==> config.mk <==
export PLATFORM = sky130hd
export DESIGN_NAME = semaphore_arbiter
export DESIGN_NICKNAME = d
export VERILOG_FILES = /design/src/rtl/semaphore_arbiter.sv
export SDC_FILE = /design/constraint.sdc
export NUM_CORES = 1
export LEC_CHECK = 0
export ABC_AREA = 1
export CORE_AREA = 4 4 67 69
export DETAILED_ROUTE_END_ITERATION = 8
export DIE_AREA = 0 0 71 73
export GPL_ROUTABILITY_DRIVEN = 0
export MAX_ROUTING_LAYER = met4
export PLACE_DENSITY = 0.49
export SETUP_SLACK_MARGIN = 0.1
export SKIP_CTS_REPAIR_TIMING = 1
export SYNTH_ARGS = -nofsm -noshare
export SYNTH_HDL_FRONTEND = slang
export SYNTH_SLANG_ARGS = --single-unit
==> constraint.sdc <==
create_clock -name CLK -period 4.45 [get_ports CLK]
set_input_delay 0.89 -clock CLK [delete_from_list [all_inputs] [get_ports CLK]]
set_output_delay 0.89 -clock CLK [all_outputs]
set_load 0.01 [all_outputs]
==> src/rtl/semaphore_arbiter.sv <==
// semaphore_arbiter: multi-core 1-bit semaphore bank with round-robin grant, one op per clock
//   CLK, RESET      : clock, async active-high reset
//   REQ_VALID[k]    : core k request, held until ACK[k]
//   REQ_OP[2k+:2]   : 00 read, 01 write, 10 test-and-set, 11 release
//   REQ_ADDR[..]    : per-core semaphore address, packed like REQ_OP
//   REQ_DATA[k]     : per-core write data
//   ACK/RDATA/ERR   : registered one-cycle completion, result and error per core
//   SEM_STATE       : current semaphore values
module semaphore_arbiter #(
    parameter int NumberOfCores      = 2,
    parameter int NumberOfSemaphores = 4,
    parameter int SemAddrWidth       = 2,
    parameter int OwnerWidth         = 1
) (
    input  logic                                  CLK,
    input  logic                                  RESET,
    input  logic [NumberOfCores-1:0]              REQ_VALID,
    input  logic [2*NumberOfCores-1:0]            REQ_OP,
    input  logic [SemAddrWidth*NumberOfCores-1:0] REQ_ADDR,
    input  logic [NumberOfCores-1:0]              REQ_DATA,
    output logic [NumberOfCores-1:0]              ACK,
    output logic [NumberOfCores-1:0]              RDATA,
    output logic [NumberOfCores-1:0]              ERR,
    output logic [NumberOfSemaphores-1:0]         SEM_STATE
);
    logic [NumberOfSemaphores-1:0] value_q, value_d;
    logic [OwnerWidth-1:0]         owner_q [NumberOfSemaphores];
    logic [OwnerWidth-1:0]         owner_d [NumberOfSemaphores];
    logic [OwnerWidth-1:0]         rr_q, rr_d;
    logic [NumberOfCores-1:0]      ack_q, ack_d, rdata_q, rdata_d, err_q, err_d;
    logic                          gnt, data, in_range, cur_v, wr, nv, set_own, rd, er;
    logic [1:0]                    op;
    logic [SemAddrWidth-1:0]       addr;
    logic [OwnerWidth-1:0]         g, cur_o;
    int                            idx, gidx;

    always_comb begin
        gnt     = 1'b0;
        gidx    = 0;
        idx     = 0;
        op      = '0;
        addr    = '0;
        data    = 1'b0;
        // Scan from the round-robin pointer; a core acked this cycle is masked so a held request is not served twice
        for (int i = 0; i < NumberOfCores; i++) begin
            idx = (int'(rr_q) + i >= NumberOfCores) ? int'(rr_q) + i - NumberOfCores : int'(rr_q) + i;
            if (!gnt && REQ_VALID[idx] && !ack_q[idx]) begin
                gnt  = 1'b1;
                gidx = idx;
                op   = REQ_OP[2*idx +: 2];
                addr = REQ_ADDR[SemAddrWidth*idx +: SemAddrWidth];
                data = REQ_DATA[idx];
            end
        end
        g        = OwnerWidth'(gidx);
        in_range = int'(addr) < NumberOfSemaphores;
        cur_v    = 1'b0;
        cur_o    = '0;
        for (int s = 0; s < NumberOfSemaphores; s++) begin
            if (int'(addr) == s) begin
                cur_v = value_q[s];
                cur_o = owner_q[s];
            end
        end
        wr      = 1'b0;
        nv      = 1'b0;
        set_own = 1'b0;
        rd      = 1'b0;
        er      = 1'b0;
        if (!in_range) begin
            er = 1'b1;
        end else begin
            case (op)
                2'b00: rd = cur_v;
                2'b01: begin
                    // Write may claim a free semaphore or update one the core already owns
                    wr      = !cur_v || cur_o == g;
                    nv      = data;
                    set_own = wr && data;
                    rd      = wr ? data : 1'b1;
                    er      = !wr;
                end
                2'b10: begin
                    rd      = cur_v;
                    wr      = !cur_v;
                    nv      = 1'b1;
                    set_own = !cur_v;
                end
                default: begin
                    wr = cur_v && cur_o == g;
                    nv = 1'b0;
                    rd = wr ? 1'b0 : cur_v;
                    er = !wr;
                end
            endcase
        end
        value_d = value_q;
        owner_d = owner_q;
        for (int s = 0; s < NumberOfSemaphores; s++) begin
            if (gnt && wr && int'(addr) == s) begin
                value_d[s] = nv;
                owner_d[s] = set_own ? g : owner_q[s];
            end
        end
        ack_d   = '0;
        rdata_d = '0;
        err_d   = '0;
        if (gnt) begin
            ack_d[gidx]   = 1'b1;
            rdata_d[gidx] = rd;
            err_d[gidx]   = er;
        end
        rr_d = !gnt ? rr_q : (gidx == NumberOfCores - 1) ? '0 : OwnerWidth'(gidx + 1);
    end

    always_ff @(posedge CLK or posedge RESET) begin
        if (RESET) begin
            value_q <= '0;
            owner_q <= '{default: '0};
            rr_q    <= '0;
            ack_q   <= '0;
            rdata_q <= '0;
            err_q   <= '0;
        end else begin
            value_q <= value_d;
            owner_q <= owner_d;
            rr_q    <= rr_d;
            ack_q   <= ack_d;
            rdata_q <= rdata_d;
            err_q   <= err_d;
        end
    end

    assign ACK       = ack_q;
    assign RDATA     = rdata_q;
    assign ERR       = err_q;
    assign SEM_STATE = value_q;
endmodule

==> metrics.md <==
| Metric | Value |
|---|---|
| Die Span Y | 73 µm |
| Drt first pass iters | 4 |
| FF-to-FF Start | rr_q |
| Initial antenna violation count | 0 |
| R2R Setup Slk | 1.91 ns |
| Top cell by count, worst path | nand2_1 |
| Max_slew headroom | 0.605 |
| Worst setup startpoint | REQ_VALID[1] |
| Pwr Total | 0.849 mW |
| Final setup margin | 1.49 ns |
| Per-cell routed wire length | 10.7 µm |
| CP Class | input pin to register |
| Post-synthesis cell type count | 23 |
| Fin. Hold Viols | 0 |
| Layout fillers | 439 |
| Final worst-path cycle share | 0.666 |
| Initial Utilization | 0.290 |
| Core area | 3910 µm² |
| Worst EP arrival | 3.10 ns |
| Largest net degree at the start of global routing | 16 |
| RSZ-0062 raised after global routing | no |
| Via count | 1112 |
| Crit-path cells | clkdlybuf4s50_1 > nand2_1 > nand2_1 > nand2_1 > inv_1 > nand2_1 > nand2_1 > ha_1 > inv_1 > a21oi_1 > o21ai_0 > nand2_1 > nand2_1 > nor2_4 > nand4_1 > nand2_1 > nand2_1 |
| Die area | 5180 µm² |
| CTS Buf Count | 3 |
| Hold_sp | owner_q[3] |
| Tightest Pin Transition | 0.592 ns |
| Remaining DRCs | 0 |
| Fin. max-slew vios | 0 |
| IO Count | 24 |
| Final setup viols | 0 |
| Htree depth | 1 |
| Wire length of the first global-routing pass | 4600 µm |
| CP max stage cell | clkdlybuf4s50_1 |
| Post-Syn Nets | 184 |
| #FFs+latches synth | 15 |
| Tot GR Track Use | 0.115 |
| Vias per inst | 4.60 |
| Antenna diodes | 0 |
| F_max | 338 MHz |
| Final Skew | 0.00442 ns |
| Latest clock arrival within the worst-skew pair | 0.25 ns |
| Clock sinks | 15 |
| Power Dens Cells | 582 nW/µm² |
| Type of origin of the critical path | input pin |
| Post-route ant nets | 0 |
| TNS Setup | 0 ns |
| Final min period | 2.96 ns |
| Clock tree from TritonCTS | built |
| Initial DRC Count | 49 |
| VDD IR-drop max | 0.201 mV |
| Worst setup EP type | register |
| GRT Residual Overflow | 0 |
| Ys Warns | 0 |
| Routed WL | 2590 µm |
| Mapped Cells | 167 |
| Leakage Power | 0.743 nW |
| Final Instance Area | 1460 µm² |
| I/O Buffers | 23 |
| CTS clk-pin slew, worst paths | 0.06 ns |
| Vias in the first global route | 1049 |
| Largest stage delay on the critical path | 0.45 ns |
| Worst slack, placed | 1.21 ns |
| Layout cells sized above 1 | 0.130 |
| Post-synthesis sequential area ratio | 0.330 |
| Status | finished clean |
| Num rows | 23 |
| Max cap viols | 0 |
| CTS Root Cell | clkbuf_8 |
| Area grow syn2layout | 28.3% |
| Min-Delay Path Class | register to register |
| Post-Syn Area | 1140 µm² |
| Nets | 210 |
| Critical path required time | 4.59 ns |
| Die width | 71 µm |
| CP max FO | 8 |
| Synth Area per Inst | 6.80 µm² |
| Max clock buf depth | 2 |
| Placed cell area | 1410 µm² |
| DP HPWL | 2090 µm |
[power by group]
group	switching (mW)	total, mW	internal, mW
Combinational	0.335	0.527	0.191
Sequential	0.0315	0.210	0.178
Clock	0.0486	0.112	0.0634
[cell usage in the layout (no fill, tap or decap), types with 6 or more instances in the layout]
| cell type | count |
|---|---|
| nand2_1 | 49 |
| inv_1 | 24 |
| clkdlybuf4s50_1 | 23 |
| dfrtp_1 | 15 |
| nor2_1 | 12 |
| o21ai_0 | 11 |
| nand3_1 | 8 |
| nand4_1 | 8 |
| nand2_2 | 6 |
| o21ai_1 | 6 |
[stage by stage]
step,cells,hold WS (ns),utilization
3_3_place_gp,238,0.459,0.361
5_1_grt,242,0.501,0.372
6_report,242,0.470,0.372
4_1_cts,242,0.472,0.372
3_5_place_dp,238,0.457,0.361
2_1_floorplan,167,0.435,-
[cell type report]
type                       instances  area (µm²)  area share
clock buffer                       4        45.0      0.0309
inverter                          29         111      0.0764
multi-input combinational        121         633       0.434
sequential                        15         375       0.258
tap                               50        62.6      0.0429
timing repair buffer              23         230       0.158
[cell families (layout without fill, tap and decap cells)]
logic type	Yosys count	count (layout)	share of synthesized area
AOI/OAI and AO/OA	24	24	0.119
and+or+nand+nor	94	94	0.405
DFF	15	15	0.330
adders and majority gates	3	3	0.0330
buffers and inverters	31	56	0.112
[path summary, 6_finish.rpt]
check | endpoint | depth (start not counted)
max | owner_q[1] | 17
min | owner_q[3] | 2
max reg2reg | SEM_STATE[3] | 16
min reg2reg | owner_q[3] | 2
max in group asynchronous | SEM_STATE[0] | 2
min in group asynchronous | ACK[1] | 2
[synthesized netlist by cell type (all sizes together)]
master  number  area (µm²)
or2          1        6.26
dfrtp       15         375
nand4        8        50.1
buf          2        16.3
inv         29         111
nand2       57         244
o21ai       19         110
nor3         1        5.00
ha           3        37.5
nand3       11        70.1
nor2        16        85.1
a21oi        5        25.0
[per-layer routing]
metal	GRT usage	routed length [µm]	vias to the layer above
met2	0.195	1290	17
li1	-	-	580
met1	0.133	1190	511
met4	0.0376	22	0
met5	-	0	-
met3	0.0303	88	4
[state kept, by name, indices dropped and copies added, names as in the netlist]
name and flops:
RDATA 2, ERR 2, owner_q 4, ACK 2, rr_q 1, SEM_STATE 4
[worst max-delay path: cells and delay by family]
family                   cells  cell delay (ns)
AND/OR/NAND/NOR             11             1.23
buffers and inverters        3             0.59
AO/OA/AOI/OAI                2             0.22
adder cells (fa/ha/maj)      1             0.17
No activity file was read; power rests on OpenSTA's default activity.
